`src/rtl/io_pkg.sv`:
```
// rtl/io_pkg.sv - shared constants for the memory-mapped I/O port controller
package io_pkg;

    localparam int          IO_ADDR_W    = 16;
    localparam int          IO_DATA_W    = 16;
    localparam int          IO_IN_DEPTH  = 4;
    localparam int          IO_OUT_DEPTH = 2;
    localparam logic [15:0] IO_PORT_ADDR = 16'd255;

endpackage

```
`src/rtl/io_fifo.sv`:
```
// rtl/io_fifo.sv - show-ahead synchronous FIFO with separate occupancy count
module io_fifo #(
    parameter int WIDTH = 16,
    parameter int DEPTH = 4
) (
    input  logic                       clock,
    input  logic                       reset,
    input  logic                       push,
    input  logic [WIDTH-1:0]           push_data,
    input  logic                       pop,
    output logic [WIDTH-1:0]           pop_data,
    output logic                       full,
    output logic                       empty,
    output logic [$clog2(DEPTH):0]     count
);

    localparam int PTR_W = $clog2(DEPTH);
    localparam int CNT_W = PTR_W + 1;

    logic [WIDTH-1:0] mem [DEPTH];
    logic [PTR_W-1:0] wr_ptr;
    logic [PTR_W-1:0] rd_ptr;
    logic [CNT_W-1:0] cnt;
    logic             do_push;
    logic             do_pop;

    assign full     = (cnt == CNT_W'(DEPTH));
    assign empty    = (cnt == '0);
    assign count    = cnt;
    assign pop_data = mem[rd_ptr];

    // Full and empty are registered-state flags, so a push while full is dropped
    // even if a pop happens in the same cycle.
    assign do_push = push && !full;
    assign do_pop  = pop && !empty;

    always_ff @(posedge clock or negedge reset) begin
        if (!reset) begin
            wr_ptr <= '0;
            rd_ptr <= '0;
            cnt    <= '0;
        end else begin
            if (do_push) begin
                wr_ptr <= wr_ptr + PTR_W'(1);
            end
            if (do_pop) begin
                rd_ptr <= rd_ptr + PTR_W'(1);
            end
            case ({do_push, do_pop})
                2'b10:   cnt <= cnt + CNT_W'(1);
                2'b01:   cnt <= cnt - CNT_W'(1);
                default: cnt <= cnt;
            endcase
        end
    end

    always_ff @(posedge clock) begin
        if (do_push) begin
            mem[wr_ptr] <= push_data;
        end
    end

endmodule

```
`src/rtl/io_port_controller.sv`:
```
// rtl/io_port_controller.sv - memory-mapped I/O port: input/output FIFOs plus address decode and stall
module io_port_controller
    import io_pkg::*;
#(
    parameter int          DATA_W    = IO_DATA_W,
    parameter int          IN_DEPTH  = IO_IN_DEPTH,
    parameter int          OUT_DEPTH = IO_OUT_DEPTH,
    parameter logic [15:0] IO_ADDR   = IO_PORT_ADDR
) (
    input  logic                          clock,
    input  logic                          reset,
    input  logic [IO_ADDR_W-1:0]          addr,
    input  logic                          mem_write,
    input  logic                          mem_access,
    input  logic [DATA_W-1:0]             cpu_wdata,
    output logic [DATA_W-1:0]             cpu_rdata,
    output logic                          io_stall,
    input  logic [DATA_W-1:0]             ext_in_data,
    input  logic                          ext_in_valid,
    output logic                          ext_in_ready,
    output logic [DATA_W-1:0]             ext_out_data,
    output logic                          ext_out_valid,
    input  logic                          ext_out_ready,
    output logic [$clog2(IN_DEPTH):0]     in_count
);

    logic                           sel;
    logic                           rd_req;
    logic                           wr_req;
    logic                           in_rdy_en;
    logic                           in_push;
    logic                           in_pop;
    logic [DATA_W-1:0]              in_head;
    logic                           in_full;
    logic                           in_empty;
    logic                           out_push;
    logic                           out_pop;
    logic                           out_full;
    logic                           out_empty;
    logic [$clog2(OUT_DEPTH):0]     out_count_unused;

    assign sel    = mem_access && (addr == IO_ADDR);
    assign rd_req = sel && !mem_write;
    assign wr_req = sel && mem_write;

    // Keeps the producer throttled until the first clock after reset release.
    always_ff @(posedge clock or negedge reset) begin
        if (!reset) begin
            in_rdy_en <= 1'b0;
        end else begin
            in_rdy_en <= 1'b1;
        end
    end

    assign ext_in_ready = in_rdy_en && !in_full;
    assign in_push      = ext_in_valid && ext_in_ready;
    assign in_pop       = rd_req && !in_empty;
    assign cpu_rdata    = in_empty ? '0 : in_head;

    assign out_push      = wr_req && !out_full;
    assign ext_out_valid = !out_empty;
    assign out_pop       = ext_out_valid && ext_out_ready;

    // Stall depends only on decode and registered FIFO flags, never on ext_* handshakes.
    assign io_stall = (rd_req && in_empty) || (wr_req && out_full);

    io_fifo #(
        .WIDTH (DATA_W),
        .DEPTH (IN_DEPTH)
    ) u_in_fifo (
        .clock     (clock),
        .reset     (reset),
        .push      (in_push),
        .push_data (ext_in_data),
        .pop       (in_pop),
        .pop_data  (in_head),
        .full      (in_full),
        .empty     (in_empty),
        .count     (in_count)
    );

    io_fifo #(
        .WIDTH (DATA_W),
        .DEPTH (OUT_DEPTH)
    ) u_out_fifo (
        .clock     (clock),
        .reset     (reset),
        .push      (out_push),
        .push_data (cpu_wdata),
        .pop       (out_pop),
        .pop_data  (ext_out_data),
        .full      (out_full),
        .empty     (out_empty),
        .count     (out_count_unused)
    );

endmodule

```
`config.mk`:
```
export PLATFORM = sky130hd
export DESIGN_NAME = io_port_controller
export DESIGN_NICKNAME = d
export VERILOG_FILES = /design/src/rtl/io_pkg.sv /design/src/rtl/io_fifo.sv /design/src/rtl/io_port_controller.sv
export SDC_FILE = /design/constraint.sdc
export NUM_CORES = 1
export LEC_CHECK = 0
export ABC_AREA = 1
export BUFFER_PORTS_ARGS = -buffer_cell sky130_fd_sc_hd__buf_2
export CORE_ASPECT_RATIO = 1.2
export CORE_UTILIZATION = 25
export CTS_CLUSTER_SIZE = 12
export DETAILED_ROUTE_END_ITERATION = 12
export GPL_TIMING_DRIVEN = 0
export PLACE_DENSITY_LB_ADDON = 0.1
export REMOVE_ABC_BUFFERS = 1
export SKIP_LAST_GASP = 1
export SLEW_MARGIN = 20
export SYNTH_ARGS = -nofsm -noshare
export SYNTH_HDL_FRONTEND = slang
export SYNTH_HIERARCHICAL = 1
export SYNTH_SLANG_ARGS = --single-unit
export TNS_END_PERCENT = 100
```
`constraint.sdc`:
```
create_clock -name clock -period 5.9 [get_ports clock]
set_input_delay 1.18 -clock clock [delete_from_list [all_inputs] [get_ports clock]]
set_output_delay 1.18 -clock clock [all_outputs]
set_load 0.1 [all_outputs]
```
==> impl_results.md <==
* Core area at 19,060 µm²
* XOR/XNOR Fraction of Synth Area at 0.003550
* FFs w/ async S/R, synth at 0.1111
* Flop pwr share at 0.416
* Max Root-Sink Buffers at 2
* Fin. Hold Viols at 0
* Met3 Track Usage GR at 0.03086
* Status: finished, final reports clean
* Wire length per cell at 12.69 µm
* Area of the multi-input gates at 1300 µm²
* Peak VDD IR at 0.1623 mV
* GRT overflow at 0
* Clock tree root buffer cell: clkbuf_16
* Initial antenna violation count at 2
* Internal at 1.384 mW
* Post-Synth Simple-Gate Area at 0.1534
* Final GP Congestion at 0.7182
* Adder-Cell Fraction of Synth Area at 0.01927
* Sw Pwr at 0.8426 mW
* Slew HR at 0.4087
* Setup bufs post-CTS at 0
* Crit path max fanout at 4
* Global route hottest layer: met2
* CP max-delay cell: buf_2
* CTS tree: built
* Num ports at 92
* Synth Area in Compound Gates at 0.08392
* Slowest stage delay, CP at 430 ps
* Synth Warn # at 6
* Worst-Margin Slew at 886.9 ps
* Vert. Die Dim at 155.9 µm
* Kind of end point of the critical path: primary output
* Die Area at 20,310 µm²
* CP arrival at 2320 ps
* Hold Path Class: reg2reg
* CTS Buf Count at 9
* Drc violations at 0
* Post-synth top cells: nand2_1, edfxtp_1, inv_1, o211ai_2, nor2_1
* Most frequent cell after synthesis: nand2_1
* Vias at 3,081
* # rows at 55
* Final nets at 589
* Final setup fails at 0
* Cell Chain, Critical Path: buf_2 -> inv_1 -> nand2_1 -> nor2_1 -> nand3_2 -> nor2_4 -> nand3_1 -> nand2_1 -> buf_2
* Initial Utilization at 0.2589
* Synth Instances at 435
* FMAX at 285.3 MHz
* Met1 usage at 0.1202
* Port bufs at 91
* Post-synth cell types at 24
* Area post-placement at 5665 µm²
* Sequential-to-total area share from yosys stat at 0.6450
* Comb pwr share at 0.294
* Final min period at 3505 ps
* Max-Cap Viols at 0
* Setup ws final at 2395 ps
* Critical path type: in2out
* Ys flop type: edfxtp_1
* GR Layer Usage met2 at 0.1859
* Clock-pin slew on the worst setup and hold paths at 70 ps
* Die extent in x at 130.3 µm
* Post-synthesis mux area share at 0
* Largest area contributor in the netlist: edfxtp_1
* P&R area growth vs syn at 21.27%
* Critical path required time at 4720 ps
* Largest net degree at the start of global routing at 67
* Setup TNS at 0 ps
* CTS Hold Bufs at 0
* Synthesized flop and latch total at 108
* Power per cell area at 372.1 nW/µm²
* Leakage at 2.722 nW
* Top cells by area, synth: edfxtp_1, nand2_1, o211ai_2, dfrtp_1, inv_1
* Avg Inst Size Synth at 11.34 µm²
* Post-route insts no fill at 790
* Placed Cells at 773
* Final Max Slew Viols at 0
* Global Route Usage Sum at 0.1069
* Sw Share at 0.3784
* CTS resizes at 0
* First-pass GRT wire length at 15.99 mm
* Vias in the first global route at 3,157
* Synth top area share at 0.5842
* Post-synth EDFFs at 96
* Layout cells sized above 1 at 0.3246
* Dpl ws at 2350 ps
* Fin crit share at 0.5940
* # H-tree levels at 3
* First-pass iteration count of the detailed router at 4
* Largest family of logic cells by synthesized area: simple AND/OR/NAND/NOR gates
* Worst reg-to-reg setup slack at 3370 ps
* First-iteration detailed-routing DRC count at 80
* FF+latch area at 3184 µm²
* Cell Area, Synth at 4935 µm²
* Post-DP HPWL at 6.831 mm
* Drt via density at 3.900
* Worst-Skew Late Latency at 350 ps
* Fill count at 1,969
* Post-DRT Antenna Nets at 0
* Routed wire length at 10.03 mm
* CTS Sinks at 108
* Clk_skew at 4.547 ps
* CP startpoint kind: primary input
* Cell area after layout at 5984 µm²
* Unrepaired setup endpoints after global routing: no
* Clock share of power at 0.290
registers in the layout (all words and copies together), names as in the netlist:
signal	flops
u_out_fifo/rd_ptr	1
u_out_fifo/mem	32
in_rdy_en	1
u_in_fifo/wr_ptr	2
u_in_fifo/count	3
u_out_fifo/wr_ptr	1
u_in_fifo/rd_ptr	2
u_in_fifo/mem	64
u_out_fifo/count	2
cell type report:
type	instances	share of cell area
clock inverter	6	0.01464
sequential	108	0.5321
tap	256	0.05352
multi-input combinational	226	0.2172
clock buffer	10	0.03826
antenna	1	0.0004181
inverter	86	0.05520
timing repair buffer	97	0.08865
power groups by stage:
stage	logic, mW	clock network, mW	registers [mW]
after floorplan	0.446	0	1.01
after global placement	0.645	0	0.944
after detailed placement	0.667	0	0.943
after CTS	0.668	0.675	0.926
after global routing	0.700	0.697	0.932
final	0.656	0.646	0.925
layout by cell type, fill, tap and decap left out:
master      count
nand2_2        10
inv_4           3
clkbuf_1        1
nor2_4          1
buf_8           2
buf_6           4
clkinvlp_4      2
conb_1          1
o211ai_2       32
o21ai_0         1
clkinv_1        1
fa_1            1
inv_6           1
inv_1          78
buf_2          91
nand3_1        12
nor3b_1         1
clkbuf_16       9
nand2_1       124
bufinv_16       2
nand4_1         2
diode_2         1
dfrtp_1        11
nor2_1         23
o21ai_2         1
xnor2_1         2
edfxtp_1       96
ha_1            6
dfrtp_2         1
inv_2           5
nor2_2          7
nand3_2         2
metal layers:
layer	up-vias	share of wire
met5	-	0.00090
met4	2	0.017
met3	15	0.054
met2	75	0.49
met1	1402	0.44
li1	1587	-
worst max-delay path: cells and delay by family:
kind,cells,cell delay (ps)
buffers and inverters,3,560
AND/OR/NAND/NOR,6,570
metrics by stage:
step | hold slack, ps | utilization | power, mW
global route | 505.7 | 0.3138 | 2.329
global placement | 464.3 | 0.2924 | 1.590
detailed placement | 465.8 | 0.2972 | 1.611
floorplan | 449.7 | - | 1.457
finish | 486.7 | 0.3139 | 2.227
CTS | 485.1 | 0.3138 | 2.269
worst paths after layout:
check | startpoint | to | cells past startpoint
max | addr[8] | io_stall | 9
min | u_out_fifo/wr_ptr | u_out_fifo/wr_ptr | 2
max in group asynchronous | reset | u_in_fifo/rd_ptr[1] | 1
min in group asynchronous | reset | u_out_fifo/rd_ptr | 1
min reg2reg | u_out_fifo/wr_ptr | u_out_fifo/wr_ptr | 2
max reg2reg | u_in_fifo/count[2] | u_in_fifo/count[1] | 10
cell families (layout without fill, tap and decap cells):
kind of cell,after synthesis,in the layout
AND/OR/NAND/NOR,182,182
flip-flops,108,108
buffers and inverters,101,199
AO/OA/AOI/OAI,34,34
adder cells (fa/ha/maj),7,7
XOR/XNOR,2,2
other,1,2
No activity file was read; power rests on OpenSTA's default activity.
